==> config.mk <==
export PLATFORM = sky130hd
export DESIGN_NAME = div_unit
export DESIGN_NICKNAME = d
export VERILOG_FILES = /design/src/rtl/div_unit.sv
export SDC_FILE = /design/constraint.sdc
export NUM_CORES = 1
export LEC_CHECK = 0
export ABC_CLOCK_PERIOD_IN_PS = 5400
export BUFFER_PORTS_ARGS = -buffer_cell sky130_fd_sc_hd__buf_2
export CORE_MARGIN = 4
export CORE_UTILIZATION = 40
export DETAILED_ROUTE_END_ITERATION = 6
export PLACE_DENSITY = 0.57
export SYNTH_ARGS = -nofsm -noshare
export SYNTH_HDL_FRONTEND = slang
export SYNTH_SLANG_ARGS = --single-unit
==> constraint.sdc <==
create_clock -name clk -period 5.4 [get_ports clk]
set_clock_uncertainty 0.2 [all_clocks]
set_input_delay 0.54 -clock clk [delete_from_list [all_inputs] [get_ports clk]]
set_output_delay 0.54 -clock clk [all_outputs]
set_load 0.05 [all_outputs]
==> src/rtl/div_unit.sv <==
// Multi-cycle restoring divider (signed/unsigned) for the EX stage: one quotient bit per
// cycle, result {remainder, quotient} held until the next completed operation.
module div_unit #(
    parameter int WIDTH = 32
) (
    input  logic               clk,
    input  logic               rst,
    input  logic               start_i,
    input  logic               annul_i,
    input  logic               signed_div_i,
    input  logic [WIDTH-1:0]   opdata1_i,
    input  logic [WIDTH-1:0]   opdata2_i,
    output logic [2*WIDTH-1:0] result_o,
    output logic               ready_o,
    output logic               busy_o,
    output logic               div_zero_o
);

    localparam int CW = $clog2(WIDTH);

    typedef enum logic [1:0] {IDLE, BYZERO, ON, END} state_t;

    state_t           state, state_next;
    logic [CW-1:0]    cnt;
    logic [WIDTH-1:0] dvs, quo, rem;
    logic             neg_quo, neg_rem;

    logic             accept, last_iter, load_div, load_zero;
    logic             op1_neg, op2_neg, fits;
    logic [WIDTH-1:0] op1_mag, op2_mag;
    logic [WIDTH:0]   rem_sh;
    logic [WIDTH-1:0] rem_sub, rem_new, quo_new, quo_fin, rem_fin;

    assign accept    = (state == IDLE) && start_i && !annul_i;
    assign last_iter = (cnt == CW'(WIDTH - 1));
    assign load_div  = (state == ON) && !annul_i && last_iter;
    assign load_zero = (state == BYZERO) && !annul_i;
    assign busy_o    = (state != IDLE);

    // Signed operands are reduced to magnitudes; the most-negative value maps onto itself
    // as an unsigned magnitude, which is exactly what the overflow case needs.
    assign op1_neg = signed_div_i & opdata1_i[WIDTH-1];
    assign op2_neg = signed_div_i & opdata2_i[WIDTH-1];
    assign op1_mag = op1_neg ? -opdata1_i : opdata1_i;
    assign op2_mag = op2_neg ? -opdata2_i : opdata2_i;

    // One restoring step: shift the next dividend bit into the partial remainder, subtract
    // the divisor if it fits. The true difference is below 2^WIDTH whenever it is kept.
    assign rem_sh  = {rem, quo[WIDTH-1]};
    assign fits    = (rem_sh >= {1'b0, dvs});
    assign rem_sub = rem_sh[WIDTH-1:0] - dvs;
    assign rem_new = fits ? rem_sub : rem_sh[WIDTH-1:0];
    assign quo_new = {quo[WIDTH-2:0], fits};
    assign quo_fin = neg_quo ? -quo_new : quo_new;
    assign rem_fin = neg_rem ? -rem_new : rem_new;

    always_comb begin
        // NOTE: every always_comb output gets a default first so no path can infer a latch.
        state_next = state;
        case (state)
            IDLE:    if (start_i && !annul_i) state_next = (opdata2_i == '0) ? BYZERO : ON;
            BYZERO:  state_next = annul_i ? IDLE : END;
            ON: begin
                if (annul_i)        state_next = IDLE;
                else if (last_iter) state_next = END;
            end
            END:     state_next = IDLE;
            default: state_next = IDLE;
        endcase
    end

    // NOTE: state registers use non-blocking assignments so every flop samples pre-edge values.
    always_ff @(posedge clk or negedge rst) begin
        if (!rst) begin
            state      <= IDLE;
            cnt        <= '0;
            result_o   <= '0;
            ready_o    <= 1'b0;
            div_zero_o <= 1'b0;
        end else begin
            state   <= state_next;
            ready_o <= (state == END);
            cnt     <= ((state == ON) && !annul_i && !last_iter) ? cnt + 1'b1 : '0;
            if (load_div) begin
                result_o   <= {rem_fin, quo_fin};
                div_zero_o <= 1'b0;
            end else if (load_zero) begin
                result_o   <= '0;
                div_zero_o <= 1'b1;
            end
        end
    end

    // NOTE: working registers are reset-less; they are always loaded on accept before use.
    always_ff @(posedge clk) begin
        if (accept) begin
            dvs     <= op2_mag;
            quo     <= op1_mag;
            rem     <= '0;
            neg_quo <= op1_neg ^ op2_neg;
            neg_rem <= op1_neg;
        end else if (state == ON) begin
            quo <= quo_new;
            rem <= rem_new;
        end
    end

endmodule

After elaboration in Yosys (flattened, before gate mapping)
Cells that the tools add are included.

Latch bits: 0. Bits in read-only memories: 0. Logic and storage cells: 59. Register bits: 171. Memories: 0. RAM bits: 0. Output and inout bits: 67. Input port bits: 69.

Bitwise logic cells: 3. Multiplexer cells: 18. Reduce and logical (&&, ||, !) cells: 15. Add/subtract/negate cells: 6. $lt $le $gt $ge: 1. Eq/ne operators: 6. $mul: 0. Div/mod/pow operators: 0. Shifts and indexed selects: 0.

Operators with widths (count): $mux 32 (7); $mux 64 (2); $neg 32->32 (4); $ge 33x32->1 (1); $logic_not 32->1 (1); $sub 32x32->32 (1); $mux 2 (5); $pmux 2 s4 (1); $logic_and 1x1->1 (7); $reduce_bool 2->1 (3); $add 5x1->5 const B (1); $eq 5x5->1 const B (1); $mux 5 (1); $eq 2x2->1 const B (2); $ne 3x3->1 const B (1); $and 1x1->1 (2); $eq 2x1->1 const B (1); $logic_not 1->1 (2); $logic_not 2->1 (1); $mux 1 (2); $ne 2x1->1 const B (1); $reduce_and 2->1 (1); $xor 1x1->1 (1).

Depth between registers and ports, before layout
Depth after elaboration: 5. Depth in mapped cells: 22. Gate-level depth less buffers: 18.

Worst setup path after synthesis
Ideal clock, no wire load.

Kind: flip-flop to flip-flop. Start point: reg dvs[1]. End point: reg result_o[26]. Cell stages (with the launch flop): 21. Data required time: 5.066 ns. Arrival: 4.332 ns. Setup slack: 0.734 ns. Path buffers: 4. Setup time: 0.134 ns. Clock period less this slack: 4.666 ns. Path through: edfxtp_1 inv_1 ha_1 nor2b_1 o2111ai_1 a21oi_2 o311ai_4 nand2_4 inv_4 buf_6 buf_6 buf_2 buf_1 ha_1 nand3_1 o41ai_1 nand2_1 o31ai_1 nand2_1 xnor2_1 o21ai_0.

Cells in the longest elaborated chain, start to end: 4.

Ends and longest elaborated chain: start, declared (RTL line 25) `logic [WIDTH-1:0] dvs, quo, rem;`; start signal, assigned (RTL line 97) `dvs <= op2_mag;`; $ge 33x32->1 (RTL line 50) `assign fits = (rem_sh >= {1'b0, dvs});`; $neg 32->32 (RTL line 54) `assign quo_fin = neg_quo ? -quo_new : quo_new;`; $mux 32 (RTL line 54); $mux 64 (RTL line 84) `if (load_div) begin`; end signal, assigned (RTL line 85) `result_o <= {rem_fin, quo_fin};`; end, declared (RTL line 13) `output logic [2*WIDTH-1:0] result_o,`.

Every way passes these cells. A chain may end at the register's enable or synchronous reset.

Worst setup path after layout
Start point: reg rem[12]. End point: reg result_o[60].

Cells in the longest elaborated chain, start to end: 5. Elaborated cells on any way between the ends: 6. Those cells by class: add/sub: 2; order compare: 1; mux: 3.

Ends and longest elaborated chain: start, declared (RTL line 25); start signal, assigned (RTL line 104) `rem <= rem_new;`; $sub 32x32->32 or $ge 33x32->1 (tied branches) (RTL line 51, 50); $mux 32 (*) (RTL line 52) `assign rem_new = fits ? rem_sub : rem_sh[WIDTH-1:0];`; $neg 32->32 (RTL line 55) `assign rem_fin = neg_rem ? -rem_new : rem_new;`; $mux 32 (*) (RTL line 55); $mux 64 (*) (RTL line 84).

Mark *: on every way between the ends. The rest lies on a longest branch, timed or not.

==> impl_metrics.tcl <==
set metrics [dict create \
    pin_count 136 \
    regArea_um2 4450 \
    globalplace.congestion 0.946 \
    postCtsSetupBuffers 0 \
    synth-edff-count 66 \
    finalSetupViolations 0 \
    max_slew_margin 0.236 \
    multi_input_area_um2 6770 \
    synth_most_common_cell "nand2_1" \
    nets 1580 \
    syn_nets 1480 \
    critPathCaptureType "flip-flop" \
    core_um2 28900 \
    cts_tree "done" \
    clock_tree.buffer_depth 2 \
    critPathMaxFanout 20 \
    clockRootBuffer "clkbuf_16" \
    grt_usage 0.214 \
    r2r_setup_slack_ps 480 \
    vias 10384 \
    dp_hpwl_mm 27.0 \
    hold_class "primary input to asynchronous set/reset pin" \
    synthArstFlopShare 0.427 \
    clk_pin_slew_worst_paths_ps 70 \
    design_area_um2 13300 \
    period_minus_slack_ps 4920 \
    worst_ep_required_time_ps 5460 \
    drcViolationCount 0 \
    grt_pass1_vias 10208 \
    tns_ps 0 \
    outcome "finished clean" \
    path_class "flip-flop to flip-flop" \
    post_cts_hold_buffer_count 0 \
    drt-total-wl_mm 35.2 \
    leakage_uw 0.00570 \
    ys.flop_type "dfrtp_1" \
    rows 62 \
    rsz0062_at_grt "no" \
    finalPower_uw 7580 \
    wl_per_cell_um 18.9 \
    grt_max_degree 74 \
    grt_pass1_wl_mm 56.2 \
    crit_path_start_kind "flip-flop" \
    drive_above_1_share 0.146 \
    synth_area_um2 11800 \
    reg2reg_to "result_o[60]" \
    htreeDepth 4 \
    cap_violations 0 \
    io_buffers 135 \
    die-area_um2 32200 \
    drt_first_iter_violations 733 \
    synth_top_area_share 0.169 \
    pwr_density_cell_nw_per_um2 572 \
    cts_resized 0 \
    synth.distinct_cells 84 \
    synth_seq_cells 171 \
    clock_sinks 171 \
    tightest_slew_ps 1150 \
    synth_cells 1367 \
    hold_viol_final 0 \
    synth_area_leaders "edfxtp_1 (17%), dfrtp_1 (16%), nand2_1 (6.1%), xor2_1 (5.6%), o21ai_0 (5.5%)" \
    reg2reg_depth 16 \
    yosysWarnings 0 \
    die_h_um 179 \
    postSynthAreaPerCell_um2 8.60 \
    antenna_found_initial 0 \
    final.fill_count 2922 \
    die_x_um 179 \
    clock_latency_ps 440 \
    ys_seq_area_frac 0.378 \
    postRouteAntennaNets 0 \
    globalRouteOverflowTotal 0 \
    start_util 0.407 \
    firstDrtPassIters 5 \
    area_growth_pct 12.8 \
    fin_util 0.460 \
    avgViaCountPerCell 5.57 \
    r2r-start "rem[12]" \
    fin_crit_sh 0.911 \
    slew_viol_final 0 \
    numCtsBuffers 17 \
    n_antenna_cell 0 \
    irDropWorstVdd_v 0.000396 \
    synthTopCellsByCount "nand2_1 (190), o21ai_0 (130), nor2_1 (104), a21oi_1 (87), xor2_1 (75)" \
    placed_cell_area_um2 12700 \
    fmaxAchievable_mhz 203 \
    worst_ep_arrival_time_ps 4980 \
    yosysTopAreaCell "edfxtp_1" \
]
-- registers in the layout, indices dropped and copies added, names as in the netlist --
name	count
result_o	64
dvs	32
quo	32
rem	32
cnt	5
state	2
div_zero_o	1
neg_quo	1
neg_rem	1
ready_o	1
-- metal layers --
| metal | routed length, um | vias up | global-route usage |
|---|---|---|---|
| met2 | 16200 | 288 | 0.342 |
| met5 | 0 | - | 0 |
| met1 | 16000 | 4931 | 0.290 |
| met3 | 1870 | 55 | 0.0432 |
| met4 | 1040 | 0 | 0.0741 |
| li1 | - | 5110 | - |
-- where the power goes --
| group | total (uW) | leakage, uW | switching, uW | internal [uW] |
|---|---|---|---|---|
| clock | 1200 | 0.000271 | 557 | 641 |
| sequential | 2170 | 0.00190 | 410 | 1760 |
| combinational | 4220 | 0.00354 | 2690 | 1520 |
-- placed cells by master (no fill, tap or decap), drive strengths merged, types with 7 or more instances in the layout --
master / synthesis / layout
nand2: 191 / 191
buf: 26 / 148
o21ai: 148 / 148
nor2: 104 / 104
a21oi: 91 / 91
xor2: 75 / 75
dfrtp: 73 / 73
edfxtp: 66 / 66
xnor2: 65 / 65
inv: 59 / 64
ha: 43 / 43
nor3: 33 / 33
dfxtp: 32 / 32
a211oi: 31 / 31
nand3: 26 / 26
or3: 20 / 20
o31ai: 20 / 20
clkbuf: 41 / 19
mux2i: 18 / 18
nand4: 16 / 16
o41ai: 13 / 13
nor4: 12 / 12
a21o: 12 / 12
and3: 11 / 11
and2: 11 / 11
or4: 9 / 9
a31oi: 8 / 8
o21a: 7 / 7
nand3b: 7 / 7
o211ai: 7 / 7
and4: 7 / 7
clkinv: 1 / 7
-- metrics by stage --
step	cells	setup WS, ps	hold WS, ps
after floorplan	1367	734	44.4
after global placement	1832	705	254
after CTS	1864	556	89.0
final	1864	482	40.1
after global routing	1864	57.7	121
after detailed placement	1832	625	252
-- final cells by class --
cell class,instances,share of cell area
clock buffers,19,0.0326
repair buffers,148,0.0585
inverters,60,0.0172
flip-flops and latches,171,0.336
clock inverters,13,0.00906
multi-input cells,1069,0.511
well taps,384,0.0362
-- worst max path at each step --
| stage | start | endpoint | slack (ps) | cells past startpoint |
|---|---|---|---|---|
| global placement | rem[5] | result_o[60] | 710 | 16 |
| floorplan | dvs[1] | result_o[26] | 730 | 20 |
| global route | dvs[1] | result_o[60] | 60 | 17 |
| finish | rem[12] | result_o[60] | 480 | 16 |
| detailed placement | rem[5] | result_o[60] | 620 | 16 |
| CTS | dvs[1] | result_o[60] | 560 | 17 |
-- cell families (layout without fill, tap and decap cells) --
family                   Yosys count  in the layout  synth area share
AO/OA/AOI/OAI                    391            391             0.214
adder cells (fa/ha/maj)           44             44            0.0475
flip-flops                       171            171             0.378
buffers and inverters            127            240            0.0461
XOR/XNOR                         140            140             0.104
multiplexers                      19             19            0.0166
AND/OR/NAND/NOR                  475            475             0.193
-- critical path, cell delays in order, from the launching register on --
cell	delay [ps]
dfxtp_1	530
ha_1	430
and4_4	220
and2_0	140
a22o_1	250
o311ai_4	410
nand2_4	220
o21ai_0	360
ha_1	260
nand2_1	70
nor3_1	440
nand3_2	160
a21oi_2	360
nand3_1	120
nor3_1	220
mux2i_1	200
o311ai_0	130
Power figures use the tool's default switching activity.
